## config.mk

```make
export PLATFORM = sky130hd
export DESIGN_NAME = pipeline_ctrl
export DESIGN_NICKNAME = d
export VERILOG_FILES = /design/src/rtl/pipeline_ctrl.sv
export SDC_FILE = /design/constraint.sdc
export NUM_CORES = 1
export LEC_CHECK = 0
export ABC_AREA = 1
export CORE_MARGIN = 3
export CORE_UTILIZATION = 52
export CTS_CLUSTER_DIAMETER = 50
export DETAILED_ROUTE_END_ITERATION = 7
export PLACE_DENSITY = 0.85
export SLEW_MARGIN = 10
export SYNTH_ARGS = -nofsm -noshare
export SYNTH_HDL_FRONTEND = slang
export SYNTH_SLANG_ARGS = --single-unit
```

## constraint.sdc

```tcl
create_clock -name clk -period 2.4 [get_ports clk]
set_clock_uncertainty 0.1 [all_clocks]
set_input_delay 0.48 -clock clk [delete_from_list [all_inputs] [get_ports clk]]
set_output_delay 0.48 -clock clk [all_outputs]
set_load 0.05 [all_outputs]
```

## src/rtl/pipeline_ctrl.sv

```systemverilog
// pipeline_ctrl: hazard/stall sequencer for the 5-stage 16-bit pipeline.
// Stage enable/flush controls are combinational from state and inputs so they act
// in the same cycle; halted, mem_err and stall_cycles are registered status.
module pipeline_ctrl #(
    parameter int REG_W       = 3,
    parameter int MEM_TIMEOUT = 15,
    parameter int CNT_W       = 16
) (
    input  logic             clk,
    input  logic             reset,
    input  logic [REG_W-1:0] id_rs,
    input  logic [REG_W-1:0] id_rt,
    input  logic             id_uses_rs,
    input  logic             id_uses_rt,
    input  logic             id_halt,
    input  logic             idex_memread,
    input  logic [REG_W-1:0] idex_rd,
    input  logic             branch_taken,
    input  logic             mem_req,
    input  logic             mem_ack,
    input  logic             memwb_halt,
    output logic             pc_en,
    output logic             ifid_en,
    output logic             ifid_flush,
    output logic             idex_en,
    output logic             idex_flush,
    output logic             exmem_en,
    output logic             memwb_flush,
    output logic             halted,
    output logic             mem_err,
    output logic [CNT_W-1:0] stall_cycles
);

    localparam int                WAIT_W     = $clog2(MEM_TIMEOUT + 1);
    localparam logic [WAIT_W-1:0] WAIT_LIMIT = WAIT_W'(MEM_TIMEOUT);

    typedef enum logic [1:0] {
        RUN,
        MEM_WAIT,
        DRAIN,
        HALTED
    } state_t;

    state_t            state;
    state_t            next_state;
    logic [WAIT_W-1:0] wait_cnt;
    logic [WAIT_W-1:0] wait_cnt_next;
    logic              load_use;
    logic              mem_stall;
    logic              timeout;
    logic              set_halted;
    logic              set_err;
    logic              count_stall;

    // Register 0 is hardwired zero, so a load targeting it never creates a dependency.
    assign load_use  = idex_memread && (idex_rd != '0) &&
                       ((id_uses_rs && (id_rs == idex_rd)) || (id_uses_rt && (id_rt == idex_rd)));
    assign mem_stall = mem_req && !mem_ack;
    // wait_cnt is zero on the first stalled cycle, so this fires on the stall after MEM_TIMEOUT waits.
    assign timeout   = mem_stall && (wait_cnt == WAIT_LIMIT);

    // Next state, wait counting and the same-cycle stage controls; reset forces every stage quiet.
    always_comb begin
        next_state    = state;
        wait_cnt_next = '0;
        set_halted    = 1'b0;
        set_err       = 1'b0;
        count_stall   = 1'b0;
        pc_en         = 1'b1;
        ifid_en       = 1'b1;
        idex_en       = 1'b1;
        exmem_en      = 1'b1;
        ifid_flush    = 1'b0;
        idex_flush    = 1'b0;
        memwb_flush   = 1'b0;

        case (state)
            RUN, MEM_WAIT: begin
                if (mem_stall) begin
                    pc_en       = 1'b0;
                    ifid_en     = 1'b0;
                    idex_en     = 1'b0;
                    exmem_en    = 1'b0;
                    memwb_flush = 1'b1;
                    count_stall = 1'b1;
                    if (timeout) begin
                        set_err    = 1'b1;
                        set_halted = 1'b1;
                        next_state = HALTED;
                    end else begin
                        wait_cnt_next = wait_cnt + WAIT_W'(1);
                        next_state    = MEM_WAIT;
                    end
                end else begin
                    next_state = RUN;
                    if (branch_taken) begin
                        ifid_flush = 1'b1;
                        idex_flush = 1'b1;
                    end else if (load_use) begin
                        pc_en       = 1'b0;
                        ifid_en     = 1'b0;
                        idex_flush  = 1'b1;
                        count_stall = 1'b1;
                    end else if (id_halt) begin
                        next_state = DRAIN;
                    end
                end
            end
            DRAIN: begin
                if (mem_stall) begin
                    pc_en         = 1'b0;
                    ifid_en       = 1'b0;
                    idex_en       = 1'b0;
                    exmem_en      = 1'b0;
                    memwb_flush   = 1'b1;
                    wait_cnt_next = wait_cnt + WAIT_W'(1);
                end else begin
                    pc_en      = 1'b0;
                    ifid_flush = 1'b1;
                end
                if (timeout) begin
                    set_err       = 1'b1;
                    set_halted    = 1'b1;
                    wait_cnt_next = '0;
                    next_state    = HALTED;
                end else if (memwb_halt) begin
                    set_halted = 1'b1;
                    next_state = HALTED;
                end
            end
            HALTED: begin
                pc_en       = 1'b0;
                ifid_en     = 1'b0;
                idex_en     = 1'b0;
                exmem_en    = 1'b0;
                idex_flush  = 1'b1;
                memwb_flush = 1'b1;
            end
            default: begin
                next_state = RUN;
            end
        endcase

        if (reset) begin
            pc_en       = 1'b0;
            ifid_en     = 1'b0;
            idex_en     = 1'b0;
            exmem_en    = 1'b0;
            ifid_flush  = 1'b1;
            idex_flush  = 1'b1;
            memwb_flush = 1'b1;
            count_stall = 1'b0;
            set_halted  = 1'b0;
            set_err     = 1'b0;
        end
    end

    // State and memory-wait counter; reset returns to RUN from any state.
    always_ff @(posedge clk) begin
        if (reset) begin
            state    <= RUN;
            wait_cnt <= '0;
        end else begin
            state    <= next_state;
            wait_cnt <= wait_cnt_next;
        end
    end

    // Status: halted and mem_err stick until reset, stall_cycles saturates at all-ones.
    always_ff @(posedge clk) begin
        if (reset) begin
            halted       <= 1'b0;
            mem_err      <= 1'b0;
            stall_cycles <= '0;
        end else begin
            if (set_halted) begin
                halted <= 1'b1;
            end
            if (set_err) begin
                mem_err <= 1'b1;
            end
            if (count_stall && (stall_cycles != {CNT_W{1'b1}})) begin
                stall_cycles <= stall_cycles + CNT_W'(1);
            end
        end
    end

endmodule

```

== Word-level counts from Yosys, hierarchy flattened ==
Cells that the tools add are included.
Cells by class
  mux-type cells: 47
  reduce and logical (&&, ||, !) cells: 16
  add/subtract/negate cells: 2
  equal/unequal tests: 8
Operator list (count)
  $mux W1: 26
  $add A16 B1 Y16 const B: 1
  $mux W4: 4
  $ne A16 B16 Y1 const B: 1
  $mux W2: 7
  $pmux W1 S2: 7
  $pmux W4 S2: 1
  $logic_and A1 B1 Y1: 7
  $eq A3 B3 Y1: 2
  $add A4 B1 Y4 const B: 1
  $eq A2 B2 Y1 const B: 2
  $eq A4 B4 Y1 const B: 1
  $pmux W2 S2: 1
  $reduce_or A2 Y1: 2
  $ne A3 B3 Y1 const B: 1
  $pmux W1 S3: 1
  $reduce_bool A3 Y1: 1
  $reduce_or A3 Y1: 1
  $eq A2 B1 Y1 const B: 1
  $logic_not A2 Y1: 1
  $reduce_and A2 Y1: 1
  $reduce_bool A2 Y1: 1
  $logic_not A1 Y1: 1
  $logic_or A1 B1 Y1: 1
Word-level totals
  logic and storage cells: 78
  register bits after elaboration: 24
  output and inout port bits: 25
  bits of input ports: 19

== Logic depth before layout (Yosys ltp) ==
  depth after elaboration: 10
  gate-level depth with buffers: 13
  mapped depth without buffers: 12

== Worst setup path after synthesis ==
No wires, ideal clock.
  kind: input -> output
  start point: in idex_rd[2]
  end point: out pc_en
  buffers on the path: 1
  slack: -0.341 ns
  required time: 1.820 ns
  arrival: 2.161 ns
  stages: 10
  cell sequence: inv_1 > nand2_1 > nand2_1 > nor2_1 > nand2_1 > nand2_2 > nand3_2 > nand2_4 > clkbuf_8 > nor3_1
Between the ends
  word-level cells in the longest chain between the ends: 9
  elaborated cells on any way between the ends: 13
  those cells by class: eq/ne: 2; mux: 5; reduce/logical: 6
RTL lines
  start: declaration: RTL line 17  | input logic [REG_W-1:0] idex_rd,
  $eq A3 B3 Y1: RTL line 57  | ((id_uses_rs && (id_rs == idex_rd)) || (id_uses_rt && (id_rt == idex_rd)));
  $logic_and A1 B1 Y1: RTL line 57
  $logic_or A1 B1 Y1: RTL line 57
  $logic_and A1 B1 Y1 (*): RTL line 56  | assign load_use = idex_memread && (idex_rd != '0) &&
  $mux W1 (*): RTL line 99  | end else if (load_use) begin
  $mux W1 (*): RTL line 96  | if (branch_taken) begin
  $mux W1 (*): RTL line 79  | if (mem_stall) begin
  $pmux W1 S2 (*): RTL line 77  | case (state)
  $mux W1 (*): RTL line 144  | if (reset) begin
  end: declaration: RTL line 22  | output logic pc_en,
Every way passes the cells marked *; elsewhere a longest branch is shown, timed or not.

== Worst setup path after layout ==
  start point: in id_uses_rs
  end point: out ifid_en
Between the ends
  word-level cells in the longest chain between the ends: 8
RTL lines
  start: declaration: RTL line 13  | input logic id_uses_rs,
  $logic_and A1 B1 Y1: RTL line 57
  $logic_or A1 B1 Y1: RTL line 57
  $logic_and A1 B1 Y1: RTL line 56
  $mux W1: RTL line 99
  $mux W1: RTL line 96
  $mux W1: RTL line 79
  $pmux W1 S3: RTL line 77
  $mux W1: RTL line 144
  end: declaration: RTL line 23  | output logic ifid_en,
No other way between the ends.

==> flow_summary.json <==
{
  "max_freq_ghz": 0.4336,
  "crit_path_start": "id_uses_rs",
  "hold_violations": 0,
  "setup_viol": 0,
  "cts_root_buf": "clkbuf_4",
  "slew_violations": 0,
  "synth_commonest_cells": "nand2_1, inv_1, nor2_1",
  "grt_antenna_before_repair": 0,
  "power_uw": 973.7,
  "syn_inst": 274,
  "maxCapViolCount": 0,
  "place_hpwl_um": 2934,
  "peakVddDrop_v": 0.0003672,
  "cts_buffers": 3,
  "grt_pass1_vias": 1611,
  "total_leakage_power_uw": 0.001097,
  "grt_pass1_wl_um": 6417,
  "rows": 19,
  "endpoint_kind": "primary output",
  "vias": 1808,
  "die_area_sq_um": 3851,
  "synthTopCellsByArea": "dfxtp_1, nand2_1, inv_1",
  "crit_type": "input pin to primary output",
  "portBuffers": 43,
  "ys.flop_type": "dfxtp_1",
  "fin_setup_tns_ps": 0,
  "hold_ws_ps": 361.5,
  "drcViolationCount": 0,
  "yosysWarnings": 0,
  "whs_path_depth": 1,
  "initial_utilization": 0.5681,
  "gr-usage-met1": 0.2376,
  "synth_seq_area_share": 0.2940,
  "final_antenna_net_count": 0,
  "gr-usage-met2": 0.3979,
  "drtIter0Drc": 154,
  "io-pin-count": 44,
  "die_h_um": 62.06,
  "area_delta_synth_final_pct": 39.43,
  "cts_tree": "built",
  "power.density_nw_per_um2": 427.3,
  "cts_sinks": 24,
  "drive_gt1_frac": 0.1219,
  "rr_worst_depth": 10,
  "core-area_sq_um": 2877,
  "cts_hold_buf": 0,
  "grt_max_degree": 27,
  "grt-busiest-layer": "met2",
  "crit_arrival_ps": 1730,
  "htreeDepth": 1,
  "slew_headroom": 0.6642,
  "num-fill-cells": 224,
  "use_met3": 0.05165,
  "clk_latency_ps": 330,
  "syn_nets": 295,
  "finalCritPeriodShare": 0.9609,
  "synth_top_area_frac": 0.2940,
  "syn_avg_cell_area_sq_um": 5.964,
  "yosysTopAreaCell": "dfxtp_1",
  "period_needed_ps": 2306,
  "synth_seq_cells": 24,
  "critPathLaunchType": "input pin",
  "hp-start": "wait_cnt[0]",
  "dieWidth_um": 62.06,
  "clk_path_buf_depth": 2,
  "routed_wl_um": 4024,
  "min_path_type": "register to register",
  "nets": 342,
  "grtUsageTotal": 0.2212,
  "place_congestion": 0.8881,
  "via_per_inst": 4.994,
  "dr.pass1.iters": 4,
  "worstMarginPinSlew_ps": 502.1,
  "post-route-util": 0.7921,
  "cp.required_ps": 1820,
  "num_antenna_cells": 0,
  "synth_area_sq_um": 1634,
  "grt_overflow": 0,
  "worst-path-max-fanout": 2,
  "wl_per_cell_um": 11.12,
  "status": "completed",
  "clk_pin_slew_ps": 140,
  "synth-edff-count": 0,
  "async_flop_share": 0,
  "timing.rr.start": "stall_cycles[1]",
  "ys_types": 27,
  "synth.most_common_cell": "nand2_1"
}
## layout make-up
cell class | instances | area [sq um] | share of cell area
clock buffer | 3 | 22.52 | 0.009885
clock inverter | 1 | 30.03 | 0.01318
inverter | 56 | 210.2 | 0.09226
multi-input combinational | 187 | 913.4 | 0.4009
sequential | 24 | 480.5 | 0.2109
tap | 42 | 52.55 | 0.02306
timing repair buffer | 49 | 569.3 | 0.2499
## state kept, by name, indices dropped and copies added (netlist names)
| signal | cells |
|---|---|
| stall_cycles | 16 |
| halted | 1 |
| mem_err | 1 |
| state | 2 |
| wait_cnt | 4 |
## cells by family after synthesis
kind of cell,synth area share
DFF,0.2940
xor gates and xnor gates,0.02680
and+or+nand+nor,0.4556
adders and majority gates,0.01531
buffers and inverters,0.1700
AOI/OAI and AO/OA,0.03828
## power by group
group / internal (uW) / switching [uW]
clock: 169 / 133
combinational: 108 / 146
sequential: 408 / 10.1
## what timing repair did
item,4_1_cts,5_1_grt
setup buffers,0,0
setup endpoints to repair,3,4
endpoints found under the hold margin,0,0
pin swaps,1,10
resized for setup,5,15
## cell usage in the layout (no fill, tap or decap)
cell,n
nand2_1,69
inv_1,50
nor2_1,50
clkdlybuf4s50_1,27
dfxtp_1,24
nand3_1,18
nand4_1,17
buf_12,8
inv_2,6
nand2_2,6
dlymetal6s2s_1,6
buf_4,5
nand3_2,3
xor2_1,3
clkbuf_4,3
dlygate4sd2_1,3
nor2_2,2
o211ai_1,2
nor3_1,2
xnor2_1,2
a31oi_1,2
o21ai_0,2
ha_1,2
a31oi_2,1
nand3_4,1
o21ai_2,1
nand2_4,1
nor3_2,1
a21oi_1,1
o41ai_1,1
bufinv_16,1
## metrics by stage
| step | worst slack, ps | instances | cell area, sq um |
|---|---|---|---|
| finish | 93.83 | 362 | 2278 |
| global route | -5.930 | 362 | 2278 |
| CTS | 21.95 | 362 | 2236 |
| detailed placement | -57.83 | 358 | 2185 |
| global placement | -22.90 | 358 | 2185 |
| floorplan | 95.80 | 274 | 1642 |
## critical path, stage by stage
cell	delay, ps
clkdlybuf4s50_1	470
nand2_1	50
nor2_1	90
nand2_1	70
nand2_2	100
nand3_4	90
o21ai_2	160
inv_2	60
buf_12	140
## final timing paths
path	to	slack, ps
worst max-delay path	ifid_en	90
worst min-delay path	wait_cnt[0]	360
worst max register to register	stall_cycles[15]	540
worst min register to register	wait_cnt[0]	360
## metal layers
| layer | wire [um] | vias to the layer above |
|---|---|---|
| met4 | 140 | 0 |
| met1 | 1616 | 803 |
| li1 | - | 932 |
| met2 | 2054 | 58 |
| met3 | 212 | 15 |
| met5 | 0 | - |
Note: power is estimated with default switching activity, not from simulation.
==> RTL change, RTL diff (config.mk and constraints unchanged) <==
Change the parameter `MEM_TIMEOUT` from 15 to 14.
--- a/src/rtl/pipeline_ctrl.sv
+++ b/src/rtl/pipeline_ctrl.sv
@@ -3,7 +3,7 @@
 // in the same cycle; halted, mem_err and stall_cycles are registered status.
 module pipeline_ctrl #(
     parameter int REG_W       = 3,
-    parameter int MEM_TIMEOUT = 15,
+    parameter int MEM_TIMEOUT = 14,
     parameter int CNT_W       = 16
 ) (
     input  logic             clk,
Formal check against the unedited RTL: same outputs for any inputs over 10 cycles, from zero or initial values and one cycle with reset high; that may be too few to reach the edited logic, so the function may still have changed.
==> RTL change against the unedited design <==
  * Synthesized cell count decreased by 1.5%
  * Total power decreased by 0.85%
  * Critical path depth decreased by 2
  * Routed wire length decreased by 4.7%
  * Design area decreased by 3.4%
  * Synthesized area decreased by 1.7%
  * Sequential cell count unchanged
  * Worst setup slack got worse by 0.010 ns
==> RTL change: results (changes against the unedited design) <==
{
  "status": {
    "run_status": "completed"
  },
  "critical_path": {
    "critical_path.startpoint": "idex_memread",
    "crit_slowest_cell": "clkdlybuf4s50_1",
    "worst_path_largest_cell_delay_ns": 0.46,
    "r2r_start": "stall_cycles[0]"
  },
  "power": {
    "comb_power_share": {"value": 25.0, "unit": "%", "change": "-1.1 points"},
    "vdd.ir_drop.worst": {"value": 0.000293, "unit": "V", "change": "-20%"},
    "p_leak": {"value": 1.08, "unit": "nW", "change": "-1.4%"},
    "p_sw": {"value": 0.000288, "unit": "W", "change": "-0.24%"}
  },
  "route": {
    "met1_wire_length": {"value": 1660, "unit": "um", "change": "+2.8%"},
    "dr.first_iter.drc_count": {"value": 92, "change": "-40%"},
    "wl_met2": {"value": 1840, "unit": "um", "change": "-11%"},
    "number_of_vias_per_cell_after_detailed_routing": {"value": 5.14, "change": "+2.9%"},
    "drt-pass1-iter-count": {"value": 5, "change": "+1"},
    "finalWirelength": {"value": 3830, "unit": "um", "change": "-4.7%"},
    "wire_per_inst": {"value": 11.1, "unit": "um", "change": "-0.34%"},
    "met3_wirelength": {"value": 242, "unit": "um", "change": "+14%"}
  },
  "global_routing": {
    "grt_util_met3": {"value": 5.66, "unit": "%", "change": "+0.50 points"},
    "grtUsageTotal": {"value": 21.7, "unit": "%", "change": "-0.43 points"},
    "globalRouteMet1Util": {"value": 25.8, "unit": "%", "change": "+2.0 points"},
    "gr-usage-met2": {"value": 35.4, "unit": "%", "change": "-4.4 points"},
    "grt_pass1_vias": {"value": 1590, "change": "-1.3%"},
    "wire_length_of_the_first_global_routing_pass": {"value": 6330, "unit": "um", "change": "-1.3%"},
    "grt_antenna_before_repair": {"value": 0, "change": "unchanged"},
    "grt_start_max_net_pins": {"value": 26, "change": "-3.7%"}
  },
  "clocking": {
    "htreeDepth": {"value": 1, "change": "unchanged"}
  },
  "yosys": {
    "synthesis.yosys.warnings": {"value": 0, "change": "unchanged"},
    "synth.top_cells.by_area": "dfxtp_1 30%, nand2_1 18%, inv_1 12%, nor2_1 11%, nand4_1 6.2%",
    "syn_inst": {"value": 270, "change": "-1.5%"},
    "synthArstFlopShare": {"value": 0, "unit": "%", "change": "unchanged"},
    "ys_top_cells_by_count": "75 x nand2_1, 53 x inv_1, 46 x nor2_1, 24 x dfxtp_1, 19 x nand3_1",
    "postSynthNetCount": {"value": 292, "change": "-1.0%"},
    "ys_seq_area_share": {"value": 29.9, "unit": "%", "change": "+0.50 points"}
  },
  "layout": {
    "post_route_cells_drive_above_1_share": {"value": 9.21, "unit": "%", "change": "-3.0 points"}
  },
  "place": {
    "placement.cell_area": {"value": 2140, "unit": "um^2", "change": "-1.8%"},
    "place.gp.congestion": {"value": 0.782, "change": "-12%"},
    "dp_hpwl": {"value": 2900, "unit": "um", "change": "-1.1%"},
    "placed_cells": {"value": 342, "change": "-4.5%"},
    "pre_cts_ws": {"value": -0.0816, "unit": "ns", "change": "-0.0238 ns"}
  },
  "sta": {
    "maxSlewHeadroom": {"value": 63.8, "unit": "%", "change": "-2.6 points"}
  },
  "min_path": {
    "hold_path_startpoint": "wait_cnt[0]"
  }
}
RTL change: cells by family after synthesis:
| group | after synthesis | synth area share, % |
|---|---|---|
| xor gates and xnor gates | 5 | 2.73 |
| DFF | 24 | 29.9 |
| adders and majority gates | 3 | 2.34 |
| buffers and inverters | 63 | 16.2 |
| and+or+nand+nor | 166 | 45.4 |
| AOI/OAI and AO/OA | 9 | 3.43 |
RTL change: power groups by stage:
| stage | Clock (W) | Combinational, W | Sequential (W) |
|---|---|---|---|
| 5_1_grt | 0.000322 | 0.000260 | 0.000420 |
| 2_1_floorplan | 0 | 0.000119 | 0.000446 |
| 4_1_cts | 0.000308 | 0.000240 | 0.000418 |
| 3_3_place_gp | 0 | 0.000239 | 0.000427 |
| 3_5_place_dp | 0 | 0.000242 | 0.000427 |
| 6_report | 0.000305 | 0.000241 | 0.000419 |
RTL change: worst register-to-register path, cell delays in order, from the launching register on:
cell and delay [ns]:
dfxtp_1 0.42, ha_1 0.21, nand2_1 0.10, nor2_2 0.22, nand4_1 0.13, buf_4 0.20, nand2_1 0.11, nor2_1 0.06
nand3_1 0.09, nand2_1 0.05, inv_1 0.05, nor2_1 0.04
RTL change: final timing paths:
check	depth (start not counted)	endpoint	slack [ns]
setup / recovery	7	ifid_en	0.08
hold / removal	1	wait_cnt[0]	0.39
setup reg to reg	11	stall_cycles[13]	0.55
hold reg to reg	1	wait_cnt[0]	0.39
RTL change: final cells by class:
type	instances	area (um^2)	share of cell area (%)
repair buffers	49	542	24.6
inverters	55	206	9.38
multi-input cells	183	882	40.1
flip-flops and latches	24	480	21.8
well taps	31	38.8	1.76
clock inverters	1	30.0	1.36
clock buffers	3	22.5	1.02
RTL change: timing repair:
item | 4_1_cts | 5_1_grt
endpoints found under the setup margin | 2 | 3
pin swaps | 5 | 4
resized for setup | 9 | 4
